## src/rtl/cgra_pkg.sv

```systemverilog
// Shared constants, descriptor layout, FSM state type and small helpers for the CGRA controller.
package cgra_pkg;

    localparam int N_COL               = 4;
    localparam int KER_CONF_N_REG_LOG2 = 4;
    localparam int RCS_NUM_CREG_LOG2   = 5;
    localparam int RC_INSTR_N_REG_LOG2 = 9;
    localparam int KMEM_WIDTH          = N_COL + RC_INSTR_N_REG_LOG2 + RCS_NUM_CREG_LOG2;

    // Descriptor layout: {col_mask, imem_start, n_lines-1}
    localparam int DESC_NL_LSB    = 0;
    localparam int DESC_START_LSB = RCS_NUM_CREG_LOG2;
    localparam int DESC_MASK_LSB  = RCS_NUM_CREG_LOG2 + RC_INSTR_N_REG_LOG2;

    // Line counter must hold N_COL * 2^RCS_NUM_CREG_LOG2
    localparam int COL_IDX_W = $clog2(N_COL);
    localparam int CNT_W     = $clog2(N_COL) + RCS_NUM_CREG_LOG2 + 1;

    localparam logic [RCS_NUM_CREG_LOG2-1:0] PC_ONE  = {{(RCS_NUM_CREG_LOG2-1){1'b0}}, 1'b1};
    localparam logic [CNT_W-1:0]             CNT_ONE = {{(CNT_W-1){1'b0}}, 1'b1};

    typedef logic [COL_IDX_W-1:0] col_idx_t;

    typedef enum logic [2:0] {
        ST_IDLE  = 3'd0,
        ST_ACK   = 3'd1,
        ST_LOAD  = 3'd2,
        ST_START = 3'd3,
        ST_EXEC  = 3'd4,
        ST_DONE  = 3'd5
    } state_e;

    function automatic col_idx_t lowest_set(input logic [N_COL-1:0] v);
        col_idx_t idx;
        idx = '0;
        for (int i = N_COL - 1; i >= 0; i--) begin
            if (v[i]) idx = col_idx_t'(i);
        end
        return idx;
    endfunction

    function automatic logic [CNT_W-1:0] popcount(input logic [N_COL-1:0] v);
        logic [CNT_W-1:0] n;
        n = '0;
        for (int i = 0; i < N_COL; i++) begin
            n = n + {{(CNT_W-1){1'b0}}, v[i]};
        end
        return n;
    endfunction

endpackage

```

## src/rtl/cgra_ctrl_pc.sv

```systemverilog
// Per-column program counter: clear on start, branch or increment (wrapping) when enabled.
module cgra_ctrl_pc
    import cgra_pkg::*;
(
    input  logic                         clk_i,
    input  logic                         rst_i,
    input  logic                         clr_i,
    input  logic                         en_i,
    input  logic                         br_req_i,
    input  logic [RCS_NUM_CREG_LOG2-1:0] br_add_i,
    output logic [RCS_NUM_CREG_LOG2-1:0] pc_o
);

    logic [RCS_NUM_CREG_LOG2-1:0] pc_q, pc_d;

    always_comb begin
        pc_d = pc_q;
        if (clr_i) begin
            pc_d = '0;
        end else if (en_i) begin
            pc_d = br_req_i ? br_add_i : (pc_q + PC_ONE);
        end else begin
            pc_d = pc_q;
        end
    end

    always_ff @(posedge clk_i or posedge rst_i) begin
        if (rst_i) pc_q <= '0;
        else       pc_q <= pc_d;
    end

    assign pc_o = pc_q;

endmodule

```

## src/rtl/cgra_ctrl.sv

```systemverilog
// CGRA controller: accepts launches, streams config lines from imem, then runs columns in lockstep.
// Define CGRA_CTRL_CONF_CACHE_EN to skip reloading when kernel id and mask match the last load.
module cgra_ctrl
    import cgra_pkg::*;
(
    input  logic                                       clk_i,
    input  logic                                       rst_i,
    input  logic [N_COL-1:0]                           acc_req_i,
    output logic [KER_CONF_N_REG_LOG2-1:0]             ker_id_req_o,
    input  logic [KER_CONF_N_REG_LOG2-1:0]             ker_id_req_i,
    input  logic [KMEM_WIDTH-1:0]                      kmem_rdata_i,
    input  logic                                       imem_gnt_ctrl_i,
    input  logic                                       imem_rvalid_ctrl_i,
    input  logic [N_COL-1:0]                           data_stall_i,
    input  logic [N_COL-1:0]                           rcs_stall_i,
    input  logic [N_COL-1:0]                           rcs_br_req_i,
    input  logic [N_COL-1:0][RCS_NUM_CREG_LOG2-1:0]    rcs_br_add_i,
    input  logic [N_COL-1:0]                           rcs_exec_end_i,
    output logic                                       rcs_conf_req_o,
    output logic [RC_INSTR_N_REG_LOG2-1:0]             imem_radd_o,
    output logic [N_COL-1:0]                           rcs_conf_we_o,
    output logic [N_COL-1:0]                           rcs_conf_re_o,
    output logic [N_COL-1:0]                           rcs_pc_e_o,
    output logic [N_COL-1:0][RCS_NUM_CREG_LOG2-1:0]    rcs_pc_o,
    output logic [N_COL-1:0]                           col_e_o,
    output logic [N_COL-1:0]                           rcs_rst_col_o,
    output logic [N_COL-1:0]                           rcs_conf_ack_o,
    output logic [N_COL-1:0]                           col_start_o,
    output logic                                       acc_ack_o,
    output logic [N_COL-1:0]                           acc_end_o
);

    state_e                           state_q, state_d;
    logic [N_COL-1:0]                 slot_q, slot_d, mask_q, mask_d;
    logic [KER_CONF_N_REG_LOG2-1:0]   ker_id_q, ker_id_d;
    logic [RC_INSTR_N_REG_LOG2-1:0]   start_q, start_d;
    logic [RCS_NUM_CREG_LOG2-1:0]     nlast_q, nlast_d, rcv_line_q, rcv_line_d;
    logic [CNT_W-1:0]                 total_q, total_d, req_cnt_q, req_cnt_d;
    col_idx_t                         rcv_col_q, rcv_col_d;

    logic [N_COL-1:0]                 desc_mask_s, above_s, pc_clr_s, pc_e_s, we_s;
    logic [RC_INSTR_N_REG_LOG2-1:0]   desc_start_s;
    logic [RCS_NUM_CREG_LOG2-1:0]     desc_nlast_s;
    logic [CNT_W-1:0]                 n_lines_s;
    logic [N_COL-1:0][RCS_NUM_CREG_LOG2-1:0] pc_s;
    logic                             stall_s, end_s;

`ifdef CGRA_CTRL_CONF_CACHE_EN
    logic                             cache_vld_q, cache_vld_d, hit_q, hit_d;
    logic [KER_CONF_N_REG_LOG2-1:0]   cache_id_q, cache_id_d;
    logic [N_COL-1:0]                 cache_mask_q, cache_mask_d;
`endif

    assign desc_mask_s  = kmem_rdata_i[DESC_MASK_LSB +: N_COL];
    assign desc_start_s = kmem_rdata_i[DESC_START_LSB +: RC_INSTR_N_REG_LOG2];
    assign desc_nlast_s = kmem_rdata_i[DESC_NL_LSB +: RCS_NUM_CREG_LOG2];
    assign n_lines_s    = CNT_W'(desc_nlast_s) + CNT_ONE;

    assign stall_s = |((data_stall_i | rcs_stall_i) & mask_q);
    assign end_s   = (mask_q != {N_COL{1'b0}}) && ((rcs_exec_end_i & mask_q) == mask_q);

    // Masked columns strictly above the one currently receiving lines
    always_comb begin
        above_s = '0;
        for (int i = 0; i < N_COL; i++) begin
            above_s[i] = mask_q[i] & (i > int'(rcv_col_q));
        end
    end

    // Next-state and output decode
    always_comb begin
        state_d        = state_q;
        slot_d         = slot_q;
        mask_d         = mask_q;
        ker_id_d       = ker_id_q;
        start_d        = start_q;
        nlast_d        = nlast_q;
        total_d        = total_q;
        req_cnt_d      = req_cnt_q;
        rcv_col_d      = rcv_col_q;
        rcv_line_d     = rcv_line_q;
`ifdef CGRA_CTRL_CONF_CACHE_EN
        cache_vld_d    = cache_vld_q;
        cache_id_d     = cache_id_q;
        cache_mask_d   = cache_mask_q;
        hit_d          = hit_q;
`endif
        acc_ack_o      = 1'b0;
        acc_end_o      = '0;
        rcs_conf_req_o = 1'b0;
        imem_radd_o    = '0;
        we_s           = '0;
        rcs_conf_re_o  = '0;
        pc_e_s         = '0;
        pc_clr_s       = '0;
        col_e_o        = '0;
        rcs_rst_col_o  = '0;
        rcs_conf_ack_o = '0;
        col_start_o    = '0;

        case (state_q)
            ST_IDLE: begin
                if (acc_req_i != {N_COL{1'b0}}) begin
                    // Isolate lowest set request bit
                    slot_d   = acc_req_i & (~acc_req_i + {{(N_COL-1){1'b0}}, 1'b1});
                    ker_id_d = ker_id_req_i;
                    state_d  = ST_ACK;
                end else begin
                    state_d  = ST_IDLE;
                end
            end
            ST_ACK: begin
                acc_ack_o  = 1'b1;
                mask_d     = desc_mask_s;
                start_d    = desc_start_s;
                nlast_d    = desc_nlast_s;
                total_d    = popcount(desc_mask_s) * n_lines_s;
                req_cnt_d  = '0;
                rcv_col_d  = lowest_set(desc_mask_s);
                rcv_line_d = '0;
                if (desc_mask_s == {N_COL{1'b0}}) begin
                    state_d = ST_DONE;
`ifdef CGRA_CTRL_CONF_CACHE_EN
                end else if (cache_vld_q && (cache_id_q == ker_id_q) && (cache_mask_q == desc_mask_s)) begin
                    hit_d   = 1'b1;
                    state_d = ST_START;
`endif
                end else begin
                    state_d = ST_LOAD;
                end
            end
            ST_LOAD: begin
                col_e_o       = mask_q;
                rcs_rst_col_o = ~mask_q;
                if (req_cnt_q < total_q) begin
                    rcs_conf_req_o = 1'b1;
                    imem_radd_o    = start_q + RC_INSTR_N_REG_LOG2'(req_cnt_q);
                    if (imem_gnt_ctrl_i) req_cnt_d = req_cnt_q + CNT_ONE;
                    else                 req_cnt_d = req_cnt_q;
                end else begin
                    rcs_conf_req_o = 1'b0;
                end
                if (imem_rvalid_ctrl_i) begin
                    we_s[rcv_col_q] = 1'b1;
                    if (rcv_line_q == nlast_q) begin
                        rcs_conf_ack_o[rcv_col_q] = 1'b1;
                        rcv_line_d = '0;
                        if (above_s == {N_COL{1'b0}}) begin
                            state_d = ST_START;
`ifdef CGRA_CTRL_CONF_CACHE_EN
                            cache_vld_d  = 1'b1;
                            cache_id_d   = ker_id_q;
                            cache_mask_d = mask_q;
`endif
                        end else begin
                            rcv_col_d = lowest_set(above_s);
                        end
                    end else begin
                        rcv_line_d = rcv_line_q + PC_ONE;
                    end
                end else begin
                    rcv_line_d = rcv_line_q;
                end
            end
            ST_START: begin
                col_e_o       = mask_q;
                col_start_o   = mask_q;
                rcs_rst_col_o = {N_COL{1'b1}};
                pc_clr_s      = mask_q;
`ifdef CGRA_CTRL_CONF_CACHE_EN
                if (hit_q) rcs_conf_ack_o = mask_q;
                else       rcs_conf_ack_o = {N_COL{1'b0}};
                hit_d = 1'b0;
`else
                rcs_conf_ack_o = {N_COL{1'b0}};
`endif
                state_d = ST_EXEC;
            end
            ST_EXEC: begin
                col_e_o       = mask_q;
                rcs_rst_col_o = ~mask_q;
                rcs_conf_re_o = mask_q;
                pc_e_s        = stall_s ? {N_COL{1'b0}} : mask_q;
                if (end_s) begin
                    acc_end_o = slot_q;
                    state_d   = ST_IDLE;
                end else begin
                    state_d   = ST_EXEC;
                end
            end
            ST_DONE: begin
                acc_end_o = slot_q;
                state_d   = ST_IDLE;
            end
            default: begin
                state_d = ST_IDLE;
            end
        endcase
    end

    // Controller state registers
    always_ff @(posedge clk_i or posedge rst_i) begin
        if (rst_i) begin
            state_q    <= ST_IDLE;
            slot_q     <= '0;
            mask_q     <= '0;
            ker_id_q   <= '0;
            start_q    <= '0;
            nlast_q    <= '0;
            total_q    <= '0;
            req_cnt_q  <= '0;
            rcv_col_q  <= '0;
            rcv_line_q <= '0;
        end else begin
            state_q    <= state_d;
            slot_q     <= slot_d;
            mask_q     <= mask_d;
            ker_id_q   <= ker_id_d;
            start_q    <= start_d;
            nlast_q    <= nlast_d;
            total_q    <= total_d;
            req_cnt_q  <= req_cnt_d;
            rcv_col_q  <= rcv_col_d;
            rcv_line_q <= rcv_line_d;
        end
    end

`ifdef CGRA_CTRL_CONF_CACHE_EN
    // Last-loaded kernel cache
    always_ff @(posedge clk_i or posedge rst_i) begin
        if (rst_i) begin
            cache_vld_q  <= 1'b0;
            cache_id_q   <= '0;
            cache_mask_q <= '0;
            hit_q        <= 1'b0;
        end else begin
            cache_vld_q  <= cache_vld_d;
            cache_id_q   <= cache_id_d;
            cache_mask_q <= cache_mask_d;
            hit_q        <= hit_d;
        end
    end
`endif

    for (genvar c = 0; c < N_COL; c++) begin : g_pc
        cgra_ctrl_pc u_pc (
            .clk_i    (clk_i),
            .rst_i    (rst_i),
            .clr_i    (pc_clr_s[c]),
            .en_i     (pc_e_s[c]),
            .br_req_i (rcs_br_req_i[c]),
            .br_add_i (rcs_br_add_i[c]),
            .pc_o     (pc_s[c])
        );
    end

    // During load the PC bus carries the write index of the arriving line
    always_comb begin
        rcs_pc_o = pc_s;
        for (int c = 0; c < N_COL; c++) begin
            if (we_s[c]) rcs_pc_o[c] = rcv_line_q;
            else         rcs_pc_o[c] = pc_s[c];
        end
    end

    assign ker_id_req_o  = ker_id_q;
    assign rcs_conf_we_o = we_s;
    assign rcs_pc_e_o    = pc_e_s;

endmodule

```

## config.mk

```make
export PLATFORM = sky130hd
export DESIGN_NAME = cgra_ctrl
export DESIGN_NICKNAME = d
export VERILOG_FILES = /design/src/rtl/cgra_pkg.sv /design/src/rtl/cgra_ctrl_pc.sv /design/src/rtl/cgra_ctrl.sv
export SDC_FILE = /design/constraint.sdc
export NUM_CORES = 1
export LEC_CHECK = 0
export CAP_MARGIN = 10
export CORE_ASPECT_RATIO = 0.9
export CORE_MARGIN = 4
export CORE_UTILIZATION = 45
export DETAILED_ROUTE_END_ITERATION = 10
export PLACE_DENSITY = 0.81
export SLEW_MARGIN = 20
export SYNTH_ARGS = -nofsm -noshare
export SYNTH_HDL_FRONTEND = slang
export SYNTH_SLANG_ARGS = --single-unit
```

## constraint.sdc

```tcl
create_clock -name clk_i -period 8.3 [get_ports clk_i]
set_input_delay 2.49 -clock clk_i [delete_from_list [all_inputs] [get_ports clk_i]]
set_output_delay 2.49 -clock clk_i [all_outputs]
set_load 0.005 [all_outputs]
```

==> results of run 1 <==
-- cell usage after synthesis, types with 12 or more instances --
cell and n:
sky130_fd_sc_hd__nand3_1 24, sky130_fd_sc_hd__dfrtp_1 72, sky130_fd_sc_hd__xor2_1 12, sky130_fd_sc_hd__nor2_1 40, sky130_fd_sc_hd__ha_1 38, sky130_fd_sc_hd__clkbuf_1 20, sky130_fd_sc_hd__mux2_2 22, sky130_fd_sc_hd__nor3_1 14
sky130_fd_sc_hd__and2_1 14, sky130_fd_sc_hd__a21oi_1 41, sky130_fd_sc_hd__inv_1 56, sky130_fd_sc_hd__a31oi_1 12, sky130_fd_sc_hd__nand2_1 91, sky130_fd_sc_hd__o21ai_0 52
-- kinds of logic (layout without fill, tap and decap cells) --
kind of cell / Yosys count / in the layout
xor+xnor: 22 / 22
fa+ha+maj: 44 / 44
compound gates: 146 / 146
simple gates: 236 / 236
flops: 72 / 72
buf+inv: 90 / 206
mux: 34 / 34
-- flip-flops by register name (all words and copies together) (netlist names) --
signal and count:
slot_q 4, nlast_q 5, req_cnt_q 8, total_q 8
ker_id_req_o 4, g_pc.u_pc.pc_o 20, rcv_col_q 2, start_q 9
mask_q 4, state_q 3, rcv_line_q 5
-- worst max-delay path, stage by stage --
cell and delay [ns]:
sky130_fd_sc_hd__clkdlybuf4s50_1 0.57, sky130_fd_sc_hd__nand2_1 0.13, sky130_fd_sc_hd__or3_1 0.50, sky130_fd_sc_hd__mux2_1 0.38, sky130_fd_sc_hd__clkdlybuf4s50_1 0.48
-- cells in the final DEF, fill, tap and decap left out, types with 7 or more instances in the layout --
master / count
sky130_fd_sc_hd__a21oi_1: 41
sky130_fd_sc_hd__a31oi_1: 12
sky130_fd_sc_hd__and2_1: 14
sky130_fd_sc_hd__and3_1: 7
sky130_fd_sc_hd__clkbuf_16: 9
sky130_fd_sc_hd__clkdlybuf4s50_1: 132
sky130_fd_sc_hd__dfrtp_1: 72
sky130_fd_sc_hd__ha_1: 38
sky130_fd_sc_hd__inv_1: 55
sky130_fd_sc_hd__mux2_2: 22
sky130_fd_sc_hd__mux2i_1: 7
sky130_fd_sc_hd__nand2_1: 91
sky130_fd_sc_hd__nand3_1: 24
sky130_fd_sc_hd__nand3b_1: 8
sky130_fd_sc_hd__nor2_1: 40
sky130_fd_sc_hd__nor2b_1: 10
sky130_fd_sc_hd__nor3_1: 14
sky130_fd_sc_hd__o21ai_0: 52
sky130_fd_sc_hd__xnor2_1: 10
sky130_fd_sc_hd__xor2_1: 12
-- final timing paths --
| path | start | end | slack, ns |
|---|---|---|---|
| worst max register to register | state_q[0] | rcv_col_q[1] | 5.51 |
| worst min register to register | total_q[0] | total_q[0] | 0.47 |
| max in group asynchronous | rst_i | g_pc[2].u_pc.pc_o[4] | 4.96 |
| worst max-delay path | imem_rvalid_ctrl_i | rcs_pc_o[8] | 1.26 |
| min in group asynchronous | rst_i | start_q[8] | 2.75 |
| worst min-delay path | total_q[0] | total_q[0] | 0.47 |
-- layer usage --
layer | global-route usage | share of wire
met1 | 0.286 | 0.44
met2 | 0.366 | 0.48
met3 | 0.0289 | 0.055
met4 | 0.0918 | 0.028
met5 | 0 | 0
-- area by class of cell --
class                      count  area (µm²)
tap                          156         195
fill                         969        4530
inverter                      57         214
clock buffer                   9         225
clock inverter                 6        61.3
multi-input combinational    482        3160
timing repair buffer         134        1340
sequential                    72        1800
-- power by group through the flow --
stage          Sequential (mW)  Combinational [mW]  Clock, mW
4_1_cts                  0.622               0.896      0.383
3_3_place_gp             0.621               0.852          0
6_report                 0.625               0.892      0.377
3_5_place_dp             0.625               0.888          0
2_1_floorplan            0.552               0.597          0
5_1_grt                  0.641                1.00      0.399
-- through the flow --
| step | cell area [µm²] | hold WS [ns] | util | cells |
|---|---|---|---|---|
| after detailed placement | 6710 | 0.467 | 0.582 | 901 |
| after global routing | 7000 | 0.507 | 0.607 | 916 |
| after CTS | 7000 | 0.479 | 0.607 | 916 |
| after floorplan | 5340 | 0.431 | - | 644 |
| after global placement | 6710 | 0.455 | 0.582 | 901 |
| final | 7000 | 0.474 | 0.607 | 916 |
==> impl.org, run 1 <==
** Clocking
- Clock slew at reported path FFs :: 0.05 ns
- For this design, the sink count on the clock tree is 72.
- Number of buffers inserted by hold repair at cts :: 0
- TritonCTS built the clock tree.
- Depth of the CTS H-tree :: 3
- Resized Gates After CTS :: 0
- Number of buffers added by the clock tree synthesis step :: 9
- Clock tree buffer depth :: 2
- For the worst-skew pair, the clock arrives at the later sink with an insertion delay of 0.34 ns.
- Buffers added to address setup during post-CTS repair amount to 0.
- The tree is rooted in a sky130_fd_sc_hd__clkbuf_16.

** Finish
- Count of inserted antenna diode cells :: 0
- Proportion of layout cells with a drive suffix above 1 :: 0.0658
- Number of nets in the finished design :: 866
- Area overhead of the layout relative to synthesis :: 31.0%

** Placement
- Post-placement setup slack :: 1.26 ns
- DP HPWL :: 11.2 mm
- GPL Wtd Cong :: 0.903
- Buffers placed on the I/O ports in this run total 132.

** STA
- The worst path in the final design needs a cycle of 7.04 ns, including I/O delays and setup.
- Final Cycle Share :: 0.848
- Number of pins with negative max-slew slack in the final report :: 0
- Setup violations remaining at the end of the flow were counted as 0.
- Number of hold violations in the final report :: 0
- At the pin with the least slew margin, the transition time is 0.949 ns.
- After routing, the total negative slack on setup checks comes to 0 ns.
- In the post-route analysis, the smallest setup slack over all paths is 1.26 ns.
- Setup skew after layout :: 0.00411 ns
- Max Clk Rate :: 142 MHz
- Setup repair after global routing left no endpoint under its margin.
- In this run the tightest slew margin relative to its limit is 0.364.

** Yosys
- Among all flip-flop cells after synthesis, the most frequent one is sky130_fd_sc_hd__dfrtp_1.
- The compound-gate portion of the synthesized area was 0.162.
- Number of instances in the synthesized netlist :: 644
- When the netlist entered floorplanning its net count stood at 754.
- sky130_fd_sc_hd__dfrtp_1 takes more of the synthesized area than any other cell.
- Post-synthesis share of cell area spent on and, or, nand and nor gates :: 0.213
- Count of flip-flops with a built-in enable after synthesis :: 0
- Average instance area after synthesis :: 8.30 µm²
- Of the synthesized area, sequential elements account for 0.337.
- Summing every instance area after synthesis gives 0.00534 mm².
- Unique masters post-synth :: 57
- Of the total synthesized cell area, the portion taken by full adders, half adders and majority gates is 0.111.
- Of the total synthesized cell area, the portion taken by XOR and XNOR cells is 0.0361.
- Measured against the total synthesized area, the mux share comes to 0.0700.
- By area, the combinational part of the netlist is dominated by simple AND/OR/NAND/NOR gates.
- Share of the synthesized area in the top cell type :: 0.337
- Synthesis inferred 72 register bits.
- Ranked by total cell area, the synthesized netlist is headed by sky130_fd_sc_hd__dfrtp_1, sky130_fd_sc_hd__ha_1, sky130_fd_sc_hd__nand2_1.
- Share of flip-flops with an asynchronous set or reset :: 1.00
- Yosys printed 0 warnings.

** Power and ir drop
- Max IR drop VDD :: 112 µV
- Of the total power, the clock network draws 0.199.
- Internal power of the cells :: 1.14 mW
- Power density cells :: 271 mW/mm²
- Static leakage power :: 3.24 nW
- Of the total power, the share spent switching nets is 0.400.
- Net switching power :: 0.758 mW
- Of the total power, combinational logic draws 0.471.
- Total power for the finished layout comes to 1.89 mW.
- The share of total power dissipated in sequential elements is 0.330.

** GRT
- The number of global-route vias before repair came to 5049.
- Initial antenna violation count :: 0
- Across every metal layer, demand over resource in global routing totals 0.220.
- Overflow left after global routing :: 0
- Wire length of the first global-routing pass :: 24.4 mm
- Pin count of the biggest net entering global routing :: 73

** Detailed routing
- For this block, the initial DRC count from the detailed router was 435.
- Drc violations :: 0
- The first TritonRoute pass finished after 6 iterations.
- Post-Route WL :: 14.7 mm
- Once detail routing completed, the nets flagged for antenna violations numbered 0.
- Wire length per cell after detailed routing :: 16.0 µm
- Detailed routing inserted a total of 5078 vias.
- Via density :: 5.54

** Status
- The flow ran to the end, and the final reports show no timing, DRC or antenna violations.

** Die
- Die outline height :: 111 µm
- # rows :: 37
- Floorplan core area :: 0.0115 mm²
- During I/O placement, the number of pins put on the boundary was 133.
- For this configuration, the core starts out at a cell density of 0.464.
- The die is 123 µm wide.
- Area of the die :: 0.0137 mm²

** Setup path
- STA classifies the critical path endpoint as a primary output.
- Peak fanout along the critical path :: 7
- Critical path class :: in -> out
- Nature of the critical path startpoint :: input port
- Data required time of the worst path :: 5.81 ns
- CP Data Arrival Time :: 4.55 ns
- R2R cell count :: 6

** Flow run
- The tool flagged a number of max-cap violations equal to 0.

** Worst hold path
- Hold Crit Depth :: 2
- The min-delay analysis places its worst path in the category reg -> reg.
No activity file was read; power rests on OpenSTA's default activity.
==> inputs of run 2 (changes only) <==
Settings changed: PLACE_DENSITY 0.81 to 0.84.
Clock period 8.3 ns to 6.45 ns, I/O delays scaled along.
==> impl.org, run 2 (synthesis gave the netlist of run 1 again) <==
** Status
- Run status :: finished clean (unchanged)

** Setup path
- Minimum setup slack among reg-to-reg paths :: 3.96 ns (was 5.51 ns)
- The end of the critical path was rcs_pc_o[6] (was rcs_pc_o[8]).
- Peak fanout along the critical path :: 7 (unchanged)
- The worst flop-to-flop path endpoint is rcv_line_q[0] (was rcv_col_q[1]).
- The data arrival at the endpoint of the critical path is 3.99 ns (was 4.55 ns).
- Worst setup path startpoint :: imem_rvalid_ctrl_i (unchanged)
- The worst endpoint required time came to 4.51 ns (was 5.81 ns).
- The type of element capturing the critical path is a primary output (unchanged).
- Launch point of the worst reg-to-reg path :: state_q[1] (was state_q[0])
- R2R cell count :: 5 (was 6)
- Critical path class :: in -> out (unchanged)
- The startpoint class of the critical path was an input port (unchanged).

** GRT
- The number of global-route vias before repair was 5010 (was 5049).
- Pin count of the biggest net entering global routing :: 40 (was 73)
- The total global routing track utilization was 0.219 (was 0.220).
- The initial antenna violation count was 0 (unchanged).
- Wire length of the first global-routing pass :: 24.2 mm (was 24.4 mm)
- The overflow left after global routing is 0 (unchanged).

** Finish
- The multi-input gate area in the final layout was 0.00316 mm² (unchanged).
- The design area is 0.00704 mm² (was 0.00700 mm²).
- Area overhead of the layout relative to synthesis :: 31.7% (was 31.0%)
- Most common cell after layout, fill and taps aside :: sky130_fd_sc_hd__clkdlybuf4s50_1 (unchanged)
- The flip-flop count of the largest register after layout came to 20 (unchanged).
- FF/Latch Area :: 0.00180 mm² (unchanged)
- Count of inserted antenna diode cells :: 0 (unchanged)
- The filler cell count is 960 (was 969).
- The proportion of layout cells with a drive suffix above 1 came to 0.0682 (was 0.0658).
- The net total in the final layout was 867 (was 866).
- Most used cells in the layout excluding fill and tap cells :: sky130_fd_sc_hd__clkdlybuf4s50_1, sky130_fd_sc_hd__nand2_1, sky130_fd_sc_hd__dfrtp_1 (unchanged)

** Clocking
- Cell at the root of the clock tree :: sky130_fd_sc_hd__clkbuf_16 (unchanged)
- Number of buffers inserted by hold repair at cts :: 0 (unchanged)
- Number of buffers added by the clock tree synthesis step :: 9 (unchanged)
- The number of buffers inserted to repair setup after CTS is 0 (unchanged).
- The post-cts gate resize count is 0 (unchanged).
- The clock transition at the registers of the reported paths came to 0.06 ns (was 0.05 ns).
- The TritonCTS clock tree was built (unchanged).
- Clock tree buffer depth :: 2 (unchanged)
- The number of levels the H-tree was split into was 3 (unchanged).
- The total number of clock tree sinks was 72 (unchanged).
- The clock latency of the later-clocked register in the worst-skew pair is 0.33 ns (was 0.34 ns).

** STA
- The clock period could shrink to 5.92 ns.
- Max Clk Rate :: 169 MHz
- The setup clock skew after layout is 0.00736 ns (was 0.00411 ns).
- Final worst slack :: 0.530 ns (was 1.26 ns)
- Setup violators final :: 0 (unchanged)
- Remaining max-slew budget at the tightest pin :: 0.384 (was 0.364)
- RSZ-0062 raised after global routing: no (unchanged).
- The number of max-slew violations in the final report was 0 (unchanged).
- The worst-case hold slack was 0.487 ns (was 0.474 ns).
- The actual slew at the worst max-slew pin was 0.918 ns (was 0.949 ns).
- The sum of negative setup slack was 0 ns (unchanged).
- In the finished design, the share of the clock period the worst path needs comes to 0.918.
- The count of endpoints failing hold in the final timing report is 0 (unchanged).

** Power and ir drop
- The power per unit of standard cell area was 353 mW/mm² (was 271 mW/mm²).
- Internal power of the cells :: 1.50 mW (was 1.14 mW)
- The fraction of power spent switching nets was 0.396 (was 0.400).
- The portion of total power attributed to sequential cells was 0.326 (was 0.330).
- The clock power share is 0.210 (was 0.199).
- The leakage power summed over all cells is 3.26 nW (was 3.24 nW).
- Net switching power :: 0.983 mW (was 0.758 mW)
- The overall power was 2.48 mW (was 1.89 mW).
- Logic pwr share :: 0.464 (was 0.471)
- The worst supply voltage drop on vdd is 161 µV (was 112 µV).

** Die
- Die outline height :: 111 µm (unchanged)
- The standard-cell row count was 37 (unchanged).
- Floorplan core area :: 0.0115 mm² (unchanged)
- The initial core utilization came to 0.464 (unchanged).
- Horizontal extent of the die :: 123 µm (unchanged)
- The die area was 0.0137 mm² (unchanged).
- Io pins :: 133 (unchanged)

** Placement
- The worst slack at placement is 0.543 ns (was 1.26 ns).
- The number of port buffers was 132 (unchanged).
- Area of placed instances :: 0.00672 mm² (was 0.00671 mm²)
- The placed wire-length estimate after detailed placement was 11.2 mm (about the same).
- GPL Wtd Cong :: 0.888 (was 0.903)

** Detailed routing
- Number of search-and-repair iterations in the first detailed-routing pass :: 5 (was 6)
- Total via count after detailed routing :: 5136 (was 5078)
- The remaining antenna violation count came to 0 (unchanged).
- Wire length per cell after detailed routing :: 16.2 µm (was 16.0 µm)
- Drc violations :: 0 (unchanged)
- The via-per-instance ratio was 5.59 (was 5.54).
- Post-Route WL :: 14.9 mm (was 14.7 mm)
- The number of DRC violations after detailed-routing iteration 0 was 388 (was 435).

** Worst hold path
- The cell depth of the worst min-delay path was 2 (unchanged).
- Source of the worst hold timing path :: total_q[7] (was total_q[0])
- Min-delay worst type :: reg -> reg (unchanged)

** Flow run
- Max-cap violations :: 0 (unchanged)
==> run 2: area by class of cell <==
class                           count  area share
Clock buffer                       12      0.0379
Inverter                           57      0.0304
Clock inverter                      4     0.00729
Multi-Input combinational cell    482       0.450
Timing Repair Buffer              135       0.191
Tap cell                          156      0.0277
Sequential cell                    72       0.256
==> run 2: through the flow <==
| step | utilization | instances |
|---|---|---|
| floorplan | - | 644 |
| global placement | 0.583 | 902 |
| detailed placement | 0.583 | 902 |
| CTS | 0.610 | 918 |
| global route | 0.610 | 918 |
| finish | 0.610 | 918 |
==> run 2: worst min-delay path by stage <==
stage	end	slack [ns]
global placement	total_q[0]	0.45
floorplan	total_q[0]	0.43
CTS	total_q[7]	0.49
finish	total_q[7]	0.49
global route	total_q[0]	0.51
detailed placement	total_q[0]	0.46
==> run 2: worst max-delay path, stage by stage <==
cell                              delay (ns)
sky130_fd_sc_hd__clkdlybuf4s50_1        0.55
sky130_fd_sc_hd__nand2_1                0.13
sky130_fd_sc_hd__or3_1                  0.52
sky130_fd_sc_hd__mux2_1                 0.38
sky130_fd_sc_hd__clkdlybuf4s50_1        0.46
==> run 2: power groups by stage <==
stage          Clock (mW)  Sequential [mW]  Combinational (mW)
2_1_floorplan           0            0.711               0.768
3_3_place_gp            0            0.797                1.10
3_5_place_dp            0            0.804                1.15
4_1_cts             0.531            0.800                1.16
5_1_grt             0.550            0.829                1.29
6_report            0.522            0.809                1.15
==> run 2: metal layers <==
layer	up-vias	part of all wire	routed length, µm	track usage
met5	-	0	0	0
met4	0	0.032	484	0.0955
met3	45	0.071	1060	0.0371
met2	246	0.48	7210	0.362
met1	2404	0.41	6160	0.280
li1	2441	-	-	-
